## src/rtl/dwa_element_selector.sv

```systemverilog
// DWA unit-element selector: turns a quantizer level into a mask of `level`
// consecutive elements starting at a rotating pointer. A single output register
// sits behind a valid/ready handshake, and ready passes straight through.
module dwa_element_selector #(
    parameter int unsigned NUM_ELEM    = 16,
    parameter int unsigned LEVEL_WIDTH = 5,
    parameter int unsigned PTR_WIDTH   = $clog2(NUM_ELEM)
) (
    input  logic                   clk_i,
    input  logic                   rst_i,
    input  logic [LEVEL_WIDTH-1:0] level_i,
    input  logic                   level_valid_i,
    output logic                   level_ready_o,
    input  logic                   dwa_en_i,
    output logic [NUM_ELEM-1:0]    sel_o,
    output logic                   sel_valid_o,
    input  logic                   sel_ready_i,
    output logic                   sat_o,
    output logic [PTR_WIDTH-1:0]   ptr_o
);

    // Two spare bits so that ptr + L (both at most NUM_ELEM) cannot overflow.
    localparam int unsigned SumW = PTR_WIDTH + 2;

    typedef enum logic {StEmpty, StFull} state_e;

    state_e                 state_q, state_d;
    logic [NUM_ELEM-1:0]    sel_q, sel_d;
    logic                   sat_q, sat_d;
    logic [PTR_WIDTH-1:0]   ptr_q, ptr_d;

    logic                   accept;
    logic                   clip;
    logic [LEVEL_WIDTH-1:0] level_eff;
    logic [PTR_WIDTH-1:0]   base;
    logic [NUM_ELEM-1:0]    therm;
    logic [2*NUM_ELEM-1:0]  wide;
    logic [NUM_ELEM-1:0]    mask;
    logic [SumW-1:0]        sum;
    logic [PTR_WIDTH-1:0]   ptr_next;

    assign sel_valid_o   = (state_q == StFull);
    assign level_ready_o = !sel_valid_o || sel_ready_i;
    assign accept        = level_valid_i && level_ready_o;

    // Clip the level, build the rotated mask and the next pointer.
    always_comb begin
        clip      = level_i > LEVEL_WIDTH'(NUM_ELEM);
        level_eff = clip ? LEVEL_WIDTH'(NUM_ELEM) : level_i;
        // Static mode always anchors the thermometer at element 0.
        base      = dwa_en_i ? ptr_q : '0;
        therm     = '0;
        for (int unsigned k = 0; k < NUM_ELEM; k++) begin
            therm[k] = LEVEL_WIDTH'(k) < level_eff;
        end
        // Rotate left by base; bits shifted past the top fold back to element 0.
        wide = {{NUM_ELEM{1'b0}}, therm} << base;
        mask = wide[NUM_ELEM-1:0] | wide[2*NUM_ELEM-1:NUM_ELEM];
        sum  = SumW'(base) + SumW'(level_eff);
        if (!dwa_en_i) begin
            ptr_next = '0;
        end else if (sum >= SumW'(NUM_ELEM)) begin
            ptr_next = PTR_WIDTH'(sum - SumW'(NUM_ELEM));
        end else begin
            ptr_next = PTR_WIDTH'(sum);
        end
    end

    // Next-state: load on acceptance, empty on drain, otherwise hold.
    always_comb begin
        state_d = state_q;
        sel_d   = sel_q;
        sat_d   = sat_q;
        ptr_d   = ptr_q;
        if (accept) begin
            state_d = StFull;
            sel_d   = mask;
            sat_d   = clip;
            ptr_d   = ptr_next;
        end else if (state_q == StFull && sel_ready_i) begin
            state_d = StEmpty;
        end
    end

    // State registers with synchronous reset; sel_o comes straight from a flop.
    always_ff @(posedge clk_i) begin
        if (rst_i) begin
            state_q <= StEmpty;
            sel_q   <= '0;
            sat_q   <= 1'b0;
            ptr_q   <= '0;
        end else begin
            state_q <= state_d;
            sel_q   <= sel_d;
            sat_q   <= sat_d;
            ptr_q   <= ptr_d;
        end
    end

    assign sel_o = sel_q;
    assign sat_o = sat_q;
    assign ptr_o = ptr_q;

endmodule

```

## config.mk

```make
export PLATFORM = sky130hd
export DESIGN_NAME = dwa_element_selector
export DESIGN_NICKNAME = d
export VERILOG_FILES = /design/src/rtl/dwa_element_selector.sv
export SDC_FILE = /design/constraint.sdc
export NUM_CORES = 1
export LEC_CHECK = 0
export ABC_AREA = 1
export CORE_ASPECT_RATIO = 0.8
export CORE_UTILIZATION = 47
export CTS_CLUSTER_SIZE = 40
export DETAILED_ROUTE_END_ITERATION = 7
export GPL_ROUTABILITY_DRIVEN = 0
export GPL_TIMING_DRIVEN = 1
export PLACE_DENSITY = 0.76
export SYNTH_ARGS = -nofsm -noshare
export SYNTH_HDL_FRONTEND = slang
export SYNTH_SLANG_ARGS = --single-unit
```

## constraint.sdc

```tcl
create_clock -name clk_i -period 1.5 [get_ports clk_i]
set_input_delay 0.225 -clock clk_i [delete_from_list [all_inputs] [get_ports clk_i]]
set_output_delay 0.225 -clock clk_i [all_outputs]
set_load 0.01 [all_outputs]
```

Word level (Yosys, flattened, before mapping)
Cells that the tools add are included.
{"block": "totals", "regBits": 22, "latchBits": 0, "ramBits": 0, "rom_bits": 0, "output_inout_bits": 23, "elab_cells": 37, "n_memories": 0}
{"block": "classes", "n_addsub": 2, "n_mul": 0, "div": 0, "n_lt_le_gt_ge": 18, "eq_ne": 0, "n_shift": 1, "muxes": 6, "n_bitwise": 1, "reduce_logical": 5}
{"op": "4-bit by 5-bit < comparator with 1-bit output, first input constant", "n": 8}
{"op": "16-bit by 4-bit left shift with 32-bit output", "n": 1}
{"op": "3-bit by 5-bit < comparator with 1-bit output, first input constant", "n": 4}
{"op": "16-bit OR", "n": 1}
{"op": "4-bit 2-to-1 mux", "n": 3}
{"op": "1-bit by 5-bit < comparator with 1-bit output, first input constant", "n": 2}
{"op": "2-bit by 5-bit < comparator with 1-bit output, first input constant", "n": 2}
{"op": "4-bit by 5-bit adder with 6-bit output", "n": 1}
{"op": "6-bit by 5-bit >= comparator with 1-bit output, second input constant", "n": 1}
{"op": "5-bit > comparator, second input constant", "n": 1}
{"op": "5-bit 2-to-1 mux", "n": 1}
{"op": "4-bit by 1-bit subtractor with 4-bit output, second input constant", "n": 1}
{"op": "1-bit logical AND", "n": 2}
{"op": "1-bit 2-to-1 mux", "n": 2}
{"op": "2-bit nonzero test", "n": 1}
{"op": "1-bit zero test", "n": 1}
{"op": "1-bit logical OR", "n": 1}

Depth between registers and ports, before layout
Gate-level depths: netlist of the first run.
{"block": "logic_depth", "depth_word": 6, "mapped_depth": 13, "mapped_depth_nobuf": 12}

Worst setup path before layout of the first run
OpenSTA, ideal clock, no wires.
{"block": "synth_path", "path_kind": "register -> register", "startpoint": "reg ptr_q[1], in the netlist ptr_o[1]", "endpoint": "reg ptr_q[3], in the netlist ptr_o[3]", "t_arrival_ps": 1654, "slack_ps": -224, "stages_incl_launch_ff": 10, "synth_period_minus_slack_ps": 1724, "cell_sequence": "dfxtp_1 -> nand2_2 -> inv_2 -> buf_2 -> ha_1 -> a21o_1 -> a21oi_1 -> xnor2_1 -> nand2_1 -> a21oi_1"}
{"block": "synth_via", "elab_chain_len": 5, "elab_cells_between_ends": 6, "classes_between": "add/sub (2); order compare (1); mux (3)"}
{"item": "from (decl)", "line_no": "30", "text": "logic [PTR_WIDTH-1:0] ptr_q, ptr_d;"}
{"item": "from (signal assigned)", "line_no": "96", "text": "ptr_q <= ptr_d;"}
{"item": "4-bit 2-to-1 mux *", "line_no": "51", "text": "base = dwa_en_i ? ptr_q : '0;"}
{"item": "4-bit by 5-bit adder with 6-bit output *", "line_no": "59", "text": "sum = SumW'(base) + SumW'(level_eff);"}
{"item": "6-bit by 5-bit >= comparator with 1-bit output / 4-bit by 1-bit subtractor with 4-bit output (equally long branches)", "line_no": "62, 63"}
{"item": "4-bit 2-to-1 mux *", "line_no": "62", "text": "end else if (sum >= SumW'(NUM_ELEM)) begin"}
{"item": "4-bit 2-to-1 mux *", "line_no": "60", "text": "if (!dwa_en_i) begin"}
Mark *: on every way between the ends. The rest lies on a longest branch, timed or not.
A chain may end at the register's enable or synchronous reset.

Worst setup path after layout of the first run
{"block": "layout_path", "startpoint": "reg ptr_q[0], in the netlist ptr_o[0]", "endpoint": "reg sel_q[0], in the netlist sel_o[0]"}
{"block": "layout_via", "elab_chain_len": 3}
{"item": "4-bit 2-to-1 mux", "line_no": "51"}
{"item": "16-bit by 4-bit left shift with 32-bit output", "line_no": "57", "text": "wide = {{NUM_ELEM{1'b0}}, therm} << base;"}
{"item": "16-bit OR", "line_no": "58", "text": "mask = wide[NUM_ELEM-1:0] | wide[2*NUM_ELEM-1:NUM_ELEM];"}
{"item": "to (signal assigned)", "line_no": "94", "text": "sel_q <= sel_d;"}
{"item": "to (decl)", "line_no": "28", "text": "logic [NUM_ELEM-1:0] sel_q, sel_d;"}
No other way between the ends.

==> results of run 1 <==
cells in the mapped netlist (all sizes together):
master / count / area [um2]
a21o: 1 / 7.510
a21oi: 28 / 140.1
a22oi: 3 / 22.52
buf: 7 / 36.28
clkbuf: 8 / 30.03
clkinv: 1 / 3.750
dfxtp: 22 / 440.4
fa: 1 / 20.02
ha: 3 / 37.54
inv: 21 / 78.83
nand2: 79 / 301.5
nand3: 76 / 380.4
nand3b: 2 / 15.01
nand4: 7 / 43.79
nor2: 19 / 76.32
o211ai: 1 / 7.510
o21ai: 12 / 60.05
o21bai: 1 / 7.510
or2: 1 / 6.260
xnor2: 2 / 17.52
xor2: 1 / 8.760
flip-flops by register name, summed over array words and instances, names as in the netlist:
name	flops
ptr_o	4
sel_valid_o	1
sat_o	1
sel_o	16
power by group through the flow:
stage	clock network (W)	registers, W	logic, W
2_1_floorplan	0	0.000679	0.000230
3_3_place_gp	0	0.000660	0.000451
3_5_place_dp	0	0.000661	0.000457
4_1_cts	0.000449	0.000647	0.000469
5_1_grt	0.000463	0.000651	0.000571
6_report	0.000441	0.000646	0.000520
stage by stage:
stage	std cells	power, W	setup TNS [ns]	setup slack (ns)	area, um2
2_1_floorplan	296	0.0009082	-0.004629	-0.004629	1780
3_3_place_gp	390	0.001111	-8.884	-0.4947	2366
3_5_place_dp	390	0.001118	-9.548	-0.5196	2366
4_1_cts	395	0.001566	0	0.001836	2471
5_1_grt	397	0.001684	-1.453	-0.1175	2650
6_report	397	0.001607	-0.0007889	-0.0007889	2650
worst paths after layout:
path,startpoint,to,slack [ns]
setup / recovery,ptr_o[0],sel_o[0],-0.0008
hold / removal,sel_o[12],sel_o[12],0.47
setup reg to reg,ptr_o[0],sel_o[0],-0.0008
hold reg to reg,sel_o[12],sel_o[12],0.47
cell families after synthesis:
| logic type | after synthesis |
|---|---|
| flops | 22 |
| simple gates | 184 |
| buf+inv | 37 |
| compound gates | 46 |
| xor+xnor | 3 |
| fa+ha+maj | 4 |
final cells by class:
cell class                      count  area [um2]
Timing Repair Buffer               70       626.9
Clock buffer                        4       55.05
Tap cell                           42       52.55
Fill cell                         273       844.6
Sequential cell                    22       449.2
Multi-Input combinational cell    237        1373
Inverter                           22       93.84
metal layers:
metal	track usage, %	wire [um]	vias up
met1	32.23	2338	1054
met5	0	0	-
met2	47.39	2694	89
met4	5.429	65	0
li1	-	-	1128
met3	5.027	311	8
worst max-delay path, stage by stage (launching register included):
cell	delay [ns]
dfxtp_4	0.39
nand2_8	0.07
buf_8	0.15
nand2_2	0.11
nand2_1	0.07
nand2_1	0.10
nand2_1	0.07
nand3_2	0.09
nand2_1	0.07
nand3_1	0.07
nand3_1	0.09
a21oi_2	0.14
repair_timing:
action,4_1_cts,5_1_grt
buffers inserted,1,2
gates resized for setup,25,47
cloned,0,0
endpoints found under the setup margin,20,20
pin swaps,9,24
cells in the final DEF, fill, tap and decap left out, types with 2 or more instances in the layout:
| cell type | count |
|---|---|
| ha_4 | 2 |
| buf_12 | 2 |
| clkbuf_2 | 2 |
| inv_2 | 5 |
| dfxtp_4 | 2 |
| nand3_1 | 66 |
| o21ai_2 | 7 |
| nand2_2 | 8 |
| nand2_1 | 69 |
| inv_1 | 13 |
| dfxtp_1 | 19 |
| nor2_4 | 2 |
| a22oi_1 | 3 |
| a21oi_2 | 9 |
| nor2_2 | 9 |
| o21ai_1 | 5 |
| nand3_2 | 10 |
| nand4_1 | 7 |
| nand3b_1 | 2 |
| buf_4 | 34 |
| inv_4 | 3 |
| dlygate4sd2_1 | 4 |
| nor2_1 | 8 |
| xnor2_1 | 2 |
| clkdlybuf4s50_1 | 25 |
| a21oi_1 | 19 |
| clkbuf_8 | 4 |
==> impl_metrics.json, run 1 <==
{
  "fmax_mhz": 666.3,
  "synth-compound-area-share_pct": 14.08,
  "critPathCaptureType": "flop",
  "peakVddDrop_mv": 0.5200,
  "rsz0062_at_grt": "yes",
  "synth_fa_ha_area_share_pct": 3.305,
  "antennaDiodeCount": 0,
  "drive_above_1_share_pct": 30.14,
  "syn_to_final_growth_pct": 52.16,
  "crit_type": "flop to flop",
  "drtAntennaViolNets": 0,
  "r2r_cells": 11,
  "cts_tree": "done",
  "antenna_found_initial": 0,
  "port_buffers": 32,
  "grt_pass1_vias": 1993,
  "numCtsBuffers": 3,
  "arrival_ns": 1.70,
  "clock-sinks": 22,
  "switching_share_pct": 31.84,
  "status": "finished with violations",
  "grt_use_total_pct": 26.17,
  "synthCells": 296,
  "max-clock-path-buffers": 2,
  "relSlewSlack_pct": 80.37,
  "drc_errors": 0,
  "yosys-mux-area-fraction_pct": 0,
  "hold_viol_final": 0,
  "ys_warn_count": 0,
  "syn_nets": 310,
  "p_int_w": 0.001095,
  "cts_hold_buf": 0,
  "cts.clk_slew.worst_paths_ns": 0.08,
  "hold_slack_ns": 0.4655,
  "worst-path-max-fanout": 9,
  "nets": 370,
  "start_util_pct": 49.84,
  "setup_violations": 1,
  "ys_seq_area_share_pct": 25.29,
  "grt_overflow": 0,
  "power_leakage_nw": 1.158,
  "slew_viol_final": 0,
  "min_path_cells": 2,
  "violations": "negative setup slack",
  "root_buffer": "clkbuf_8",
  "num_io_pins": 33,
  "synthSimpleGateAreaFrac_pct": 47.27,
  "fin_util_pct": 75.83,
  "finalWorstSetupSlack_ns": -0.0007889,
  "grt_start_max_net_pins": 23,
  "place_hpwl_um": 3833,
  "power_density_mw_per_mm2": 606.2,
  "grt_pass1_wl_um": 8431,
  "fp.dieW_um": 70.06,
  "skew_ns": 0.004934,
  "vias": 2279,
  "post-route-min-period_ns": 1.501,
  "combPwrFrac_pct": 32.3,
  "maxCapViolCount": 0,
  "worst_setup_path_start_kind": "flop",
  "clk_latency_ns": 0.27,
  "syn_avg_cell_area_um2": 5.884,
  "first_iter_violations": 177,
  "rows": 19,
  "timing.final.crit_share_pct": 100.1,
  "synth_top_family_by_area": "simple AND/OR/NAND/NOR gates",
  "pwr-share-clk_pct": 27.4,
  "required_ns": 1.70,
  "ys_types": 27,
  "routedWlPerCell_um": 13.62,
  "tightest_slew_ns": 0.2939,
  "p_sw_w": 0.0005116,
  "viasPerCell": 5.741,
  "netlist_area_mm2": 0.001742,
  "core_region_area_mm2": 0.003495,
  "p_seq_share_pct": 40.2,
  "synthXorXnorAreaFrac_pct": 1.509,
  "fp.dieH_um": 56.45,
  "ctsHtreeMaxLevel": 1,
  "routed_wl_um": 5409,
  "drt-pass1-iter-count": 5,
  "dieArea_mm2": 0.003955,
  "ys_ff_latch": 22,
  "hold_path_class": "flop to flop"
}
(Power assumes the default switching activity.)
==> inputs of run 2 (changes only) <==
- CORE_MARGIN: not set -> 3
- CORE_UTILIZATION: 47 -> 52
- PLACE_DENSITY: 0.76 -> 0.8
- clock period: 1.5 -> 1.45 ns (I/O delays scaled with it)
==> impl_metrics.json, run 2 (synthesis gave the netlist of run 1 again) <==
{
  "drc_errors": 0,
  "largest_register_ff_count": 16,
  "worst_path_max_delay_cell": "dfxtp_2",
  "p_seq_share_pct": 38.7,
  "antennaDiodeCount": 0,
  "drtAntennaViolNets": 0,
  "rows": 18,
  "final_common_cell": "nand2_1",
  "r2r_cells": 9,
  "power_density_mw_per_mm2": 615.0,
  "skew_ns": 0.001738,
  "cts_hold_buf": 0,
  "place_area_mm2": 0.002401,
  "vias": 2625,
  "hold_viol_final": 0,
  "maxCapViolCount": 0,
  "grt_pass1_vias": 2279,
  "ctsHtreeMaxLevel": 1,
  "switching_share_pct": 33.31,
  "worst_setup_path_start_kind": "flop",
  "start_util_pct": 55.24,
  "min_from": "sel_o[2]",
  "viasPerCell": 6.466,
  "drive_above_1_share_pct": 37.70,
  "cts_tree": "done",
  "syn_to_final_growth_pct": 61.78,
  "p_int_w": 0.001156,
  "path_cells": "nand2_4 -> buf_6 -> nor2_4 -> o21ai_2 -> o21ai_2 -> nand2_1 -> nand3_1 -> nand3_1 -> a21oi_1",
  "fp.dieW_um": 70.71,
  "crit_type": "flop to flop",
  "mostFrequentLayoutCells": "nand2_1 (66), nand3_1 (56), buf_4 (42)",
  "setup_violations": 19,
  "tightest_slew_ns": 0.3421,
  "timing.final.crit_share_pct": 111.3,
  "nets": 381,
  "cts.clk_slew.worst_paths_ns": 0.08,
  "clock-sinks": 22,
  "rsz0062_at_grt": "yes",
  "grt_use_total_pct": 29.08,
  "clk_latency_ns": 0.27,
  "rr_startpoint": "ptr_o[0]",
  "first_iter_violations": 339,
  "fill_cells": 156,
  "pwr-share-clk_pct": 26.0,
  "place_hpwl_um": 4009,
  "relSlewSlack_pct": 77.14,
  "fp.dieH_um": 57.77,
  "max_stage_delay_ns": 0.36,
  "power_leakage_nw": 1.272,
  "max-clock-path-buffers": 2,
  "drt-pass1-iter-count": 5,
  "num_io_pins": 33,
  "core_region_area_mm2": 0.003153,
  "post-route-min-period_ns": 1.614,
  "combPwrFrac_pct": 35.3,
  "hold_path_class": "flop to flop",
  "numCtsBuffers": 3,
  "critPathCaptureType": "flop",
  "final.setup.tns_ns": -1.589,
  "arrival_ns": 1.80,
  "antenna_found_initial": 0,
  "crit_start": "ptr_o[0]",
  "finalWorstSetupSlack_ns": -0.1638,
  "slew_viol_final": 0,
  "dieArea_mm2": 0.004084,
  "min_path_cells": 2,
  "final_cell_area_mm2": 0.002818,
  "worst-path-max-fanout": 6,
  "routedWlPerCell_um": 17.94,
  "port_buffers": 32,
  "required_ns": 1.64,
  "fmax_mhz": 619.7,
  "violations": "negative setup slack",
  "grt_start_max_net_pins": 19,
  "p_sw_w": 0.0005772,
  "root_buffer": "clkbuf_8",
  "routed_wl_um": 7285,
  "grt_overflow": 0,
  "grt_pass1_wl_um": 9694,
  "report.power.total_w": 0.001733,
  "status": "finished with violations",
  "peakVddDrop_mv": 0.6511
}
[run 2: power groups by stage]
stage | Combinational (W) | Sequential, W | Clock, W
2_1_floorplan | 0.000238 | 0.000702 | 0
3_3_place_gp | 0.000477 | 0.000682 | 0
3_5_place_dp | 0.000487 | 0.000683 | 0
4_1_cts | 0.000516 | 0.000669 | 0.000448
5_1_grt | 0.000651 | 0.000676 | 0.000480
6_report | 0.000611 | 0.000671 | 0.000450
[run 2: final cells by class]
cell class	count	area, um2	area share (%)
repair buffers	81	704.4	25.00
flip-flops and latches	22	446.7	15.85
multi-input cells	237	1463	51.91
well taps	40	50.05	1.776
inverters	22	98.84	3.508
clock buffers	4	55.05	1.954
[run 2: final timing paths]
kind | endpoint | slack (ns)
max | sel_o[5] | -0.16
min | sel_o[2] | 0.47
min reg2reg | sel_o[2] | 0.47
max reg2reg | sel_o[5] | -0.16
[run 2: metal layers]
metal	part of all wire (%)	routed length, um	up-vias	global-route usage, %
met1	39	2853	1208	35.78
met5	0	0	-	0
met4	7.0	511	0	10.99
met2	45	3304	202	49.41
li1	-	-	1149	-
met3	8.4	615	66	7.279
[run 2: worst max-delay path: cells and delay by family (launching register included)]
family                 cells  cell delay, ns
DFF                        1            0.36
buffers and inverters      1            0.13
and+or+nand+nor            5            0.61
AOI/OAI and AO/OA          3            0.43
[run 2: repair_timing]
item,in CTS,in global routing
endpoints found under the hold margin,0,0
pin swaps,22,26
resized for setup,44,58
endpoints found under the setup margin,22,21
setup buffers,6,4
[run 2: stage by stage]
step                std cells  utilization, %  setup WS [ns]  hold slack (ns)
finish                    406           89.37        -0.1638           0.4698
CTS                       402           82.62       -0.03310           0.4724
global placement          392           76.15        -0.5202           0.4527
detailed placement        392           76.15        -0.5644           0.4597
floorplan                 296               -       -0.05463           0.2866
global route              406           89.37        -0.2326           0.4852
==> inputs of run 3 (changes only) <==
- ABC_CLOCK_PERIOD_IN_PS: not set -> 1450
- CORE_MARGIN: 3 -> 1.5
==> impl_metrics.json, run 3 (synthesis gave the netlist of run 1 again) <==
{
  "antennaDiodeCount": 0,
  "drive_above_1_share_pct": 34.72,
  "peakVddDrop_mv": 0.7775,
  "finalWorstSetupSlack_ns": -0.1449,
  "largest_register_ff_count": 16,
  "cts_tree": "done",
  "worst_setup_path_start_kind": "flop",
  "fp.dieH_um": 54.77,
  "violations": "negative setup slack",
  "drc_errors": 0,
  "place_area_mm2": 0.002391,
  "numCtsBuffers": 3,
  "timing.final.crit_share_pct": 110.0,
  "fin_util_pct": 88.45,
  "final_common_cell": "nand2_1",
  "viasPerCell": 6.360,
  "slew_viol_final": 0,
  "cts.clk_slew.worst_paths_ns": 0.09,
  "dieArea_mm2": 0.003708,
  "arrival_ns": 1.74,
  "place_hpwl_um": 3991,
  "clk_latency_ns": 0.27,
  "start_util_pct": 55.64,
  "grt_use_total_pct": 31.86,
  "setup_violations": 18,
  "syn_to_final_growth_pct": 58.98,
  "hold_viol_final": 0,
  "root_buffer": "clkbuf_8",
  "post-route-min-period_ns": 1.595,
  "clock-sinks": 22,
  "hold_path_class": "flop to flop",
  "nets": 375,
  "power_density_mw_per_mm2": 662.0,
  "rows": 18,
  "routedWlPerCell_um": 18.14,
  "maxCapViolCount": 0,
  "critPathCaptureType": "flop",
  "hold_slack_ns": 0.4663,
  "relSlewSlack_pct": 79.77,
  "status": "finished with violations",
  "tightest_slew_ns": 0.3014,
  "grt_pass1_vias": 2064,
  "fmax_mhz": 627.0,
  "num_io_pins": 33,
  "rsz0062_at_grt": "yes",
  "final.setup.tns_ns": -1.454,
  "port_buffers": 32,
  "antenna_found_initial": 0,
  "crit_type": "flop to flop",
  "first_iter_violations": 368,
  "max-clock-path-buffers": 2,
  "power_leakage_nw": 1.246,
  "core_region_area_mm2": 0.003131,
  "ctsHtreeMaxLevel": 1,
  "routed_wl_um": 7257,
  "final_cell_area_mm2": 0.002769,
  "grt_pass1_wl_um": 8921,
  "report.power.total_w": 0.001833,
  "drt-pass1-iter-count": 5,
  "grt_overflow": 0,
  "worst-path-max-fanout": 4,
  "fp.dieW_um": 67.71,
  "skew_ns": 0.009746,
  "required_ns": 1.60,
  "cts_hold_buf": 0,
  "drtAntennaViolNets": 0,
  "mostFrequentLayoutCells": "nand2_1 (61), nand3_1 (60), buf_4 (37)",
  "fill_cells": 154,
  "vias": 2544,
  "grt_start_max_net_pins": 19
}
run 3: layout make-up:
cell class	count	area, um2	share of cell area (%)
multi-input cells	237	1434	51.78
repair buffers	75	670.6	24.22
flip-flops and latches	22	449.2	16.22
inverters	22	93.84	3.389
well taps	40	50.05	1.807
clock buffers	3	41.29	1.491
clock inverters	1	30.03	1.084
run 3: what timing repair did:
item                                   in CTS  in global routing
pin swaps                                  21                 31
resized for setup                          43                 50
gates cloned                                0                  0
endpoints found under the hold margin       0                  0
setup endpoints to repair                  22                 21
setup buffers                               3                  4
run 3: per-layer routing:
metal / global-route usage, % / vias up / routed length (um)
met4: 9.184 / 0 / 491
met2: 57.52 / 224 / 3436
li1: - / 1139 / -
met1: 39.05 / 1123 / 2607
met5: 0 / - / 0
met3: 5.556 / 58 / 721
run 3: report_power, final:
group / switching (W) / internal (W) / leakage (nW)
registers: 0.0000266 / 0.000644 / 0.184
logic: 0.000332 / 0.000255 / 1.03
clock network: 0.000207 / 0.000369 / 0.0357
run 3: final timing paths:
path              slack [ns]         to  cells past startpoint       from
setup / recovery       -0.14  sel_o[15]                     10   ptr_o[0]
hold / removal          0.47  sel_o[10]                      2  sel_o[10]
setup reg to reg       -0.14  sel_o[15]                     10   ptr_o[0]
hold reg to reg         0.47  sel_o[10]                      2  sel_o[10]
run 3: critical path, cell delays in order (launching register included):
cell and delay (ns):
dfxtp_2 0.36, nand2_4 0.09, inv_2 0.10, buf_4 0.13, nand4_1 0.16, nand2_1 0.11, nand2_1 0.08, nand3_1 0.15
nand3_1 0.12, nand3_1 0.11, a21oi_1 0.08
run 3: through the flow:
stage | cells | setup slack, ns
6_report | 400 | -0.1449
5_1_grt | 400 | -0.1956
4_1_cts | 396 | -0.07630
3_5_place_dp | 389 | -0.6012
3_3_place_gp | 389 | -0.5406
2_1_floorplan | 296 | -0.05463
==> edit (config.mk and constraints of run 1) <==
The parameter `LEVEL_WIDTH` goes from 5 to 6.
--- a/src/rtl/dwa_element_selector.sv
+++ b/src/rtl/dwa_element_selector.sv
@@ -4,5 +4,5 @@
 module dwa_element_selector #(
     parameter int unsigned NUM_ELEM    = 16,
-    parameter int unsigned LEVEL_WIDTH = 5,
+    parameter int unsigned LEVEL_WIDTH = 6,
     parameter int unsigned PTR_WIDTH   = $clog2(NUM_ELEM)
 ) (
Ports: changed (resized level_i); port bits go from 33 to 34. No check against the original RTL was run, so the function may have changed too.
==> edit against run 1 <==
- final area is 5.3% higher
- global-route usage increased by 1.1 points
- power shrank 4.4%
- sequential cell count is the same
- combinational power fell by 8.3%
- synthesized area rose by 7.5%
- critical endpoint is now sel_o[10]
- largest power group unchanged
- critical path type is now in -> reg
- wire length is 7.7% higher
- setup slack better by 0.025 ns
==> edit: results (changes against run 1) <==
Worst hold path
  – Hold path cells: 5 (was 2)
  – Worst Hold Launch: level_i[5] (was sel_o[12])
  – Hold Path End: sat_o (was sel_o[12])
  – Hold Crit Class: in -> reg (was reg -> reg)

Clock tree
  – Cts repair resizes: 27 (was 25)
  – Post-CTS Setup Inserts: 0 (was 1)

Pwr
  – Pleak: 1.23 nW (was 1.16 nW)
  – Switching power: 0.000465 W (was 0.000512 W)
  – Worst ir drop on vdd: 0.421 mV (was 0.520 mV)
  – Sequential share of power: 41.9% (was 40.2%)
  – P_comb: 0.000477 W (was 0.000520 W)
  – Tot Pwr: 0.00154 W (was 0.00161 W)

Final layout
  – FF+latch area: 448 µm² (was 449 µm²)
  – Buffering overhead: 21.1% (was 23.7%)
  – Multi-input gate area: 1520 µm² (was 1370 µm²)
  – Nets: 398 (was 370)
  – Comb_multi_in: 261 (was 237)
  – Number of non-clock buffers: 67 (was 70)

Setup path
  – Critical Path Sink: sel_o[10] (was sel_o[0])
  – Crit-path max FO: 5 (was 9)
  – Crit path DAT: 1.62 ns (was 1.70 ns)
  – Worst R2R Path Depth: 9 (was 11)
  – Worst R2R Setup Slack: 0.05 ns (was -0.0008 ns)

Global routing
  – GR Util All Layers: 27.2% (was 26.2%)
  – Met1 global-route usage: 33.6% (was 32.2%)
  – Vias in the first global route: 2213 (was 1993)
  – GRT met2 Usage: 51.0% (was 47.4%)
  – First-pass GRT wire length: 9290 µm (was 8430 µm)

Status
  – Status: complete, no violations (was finished with violations)

Detailed routing
  – Vias per cell: 5.55 (was 5.74)
  – Met1 WL: 2430 µm (was 2340 µm)
  – DRT Wirelength: 5830 µm (was 5410 µm)
  – Met3 Wirelength: 412 µm (was 311 µm)
  – Via count: 2438 (was 2279)
  – Total length of routed met2 wires: 2890 µm (was 2690 µm)

Placed design
  – Hpwl dp: 4310 µm (was 3830 µm)
  – Input/output buffers: 33 (was 32)
  – Dpl ws: -0.608 ns (was -0.520 ns)
  – Cell count after placement: 432 (was 390)

Synth
  – Post-synth top cells: nand2_1, nand3_1, a21oi_1 (unchanged)
  – Synthesized instance count: 328 (was 296)
  – Syn nets: 341 (was 310)
  – Distinct cells, synth: 28 (was 27)

Timing
  – Final worst hold slack: 0.455 ns (was 0.466 ns)
  – Min Tclk post-route: 1.48 ns (was 1.50 ns)
[edit: cell count changes in the layout (fill, tap and decap cells not counted), sizes merged, moves of 4 or more]
cell and delta:
nand3b +4, o21ai -8, a21oi -5, nand3 +16, inv +6, buf -4
nand2 +26
[edit: cell families (layout without fill, tap and decap cells)]
group,count (synthesis),after routing,synth area share [%]
buffers and inverters,45,101,9.89
AOI/OAI and AO/OA,31,31,8.62
DFF,22,22,23.5
and+or+nand+nor,226,226,55.3
xor gates and xnor gates,2,2,0.935
adders and majority gates,2,2,1.74
[edit: per-stage QoR]
step,area (µm²),util (%)
6_report,2790,73.4
2_1_floorplan,1920,-
4_1_cts,2600,68.5
3_5_place_dp,2480,65.3
5_1_grt,2790,73.4
3_3_place_gp,2480,65.3
[edit: critical path, cell delays in order]
cell and delay (ns):
dlygate4sd2_1 0.25, inv_2 0.11, buf_4 0.14, nand4_1 0.18
nand3_2 0.15, nand3_1 0.15, nand3_1 0.16, nand3_1 0.10
nand3_1 0.09, a21oi_1 0.06
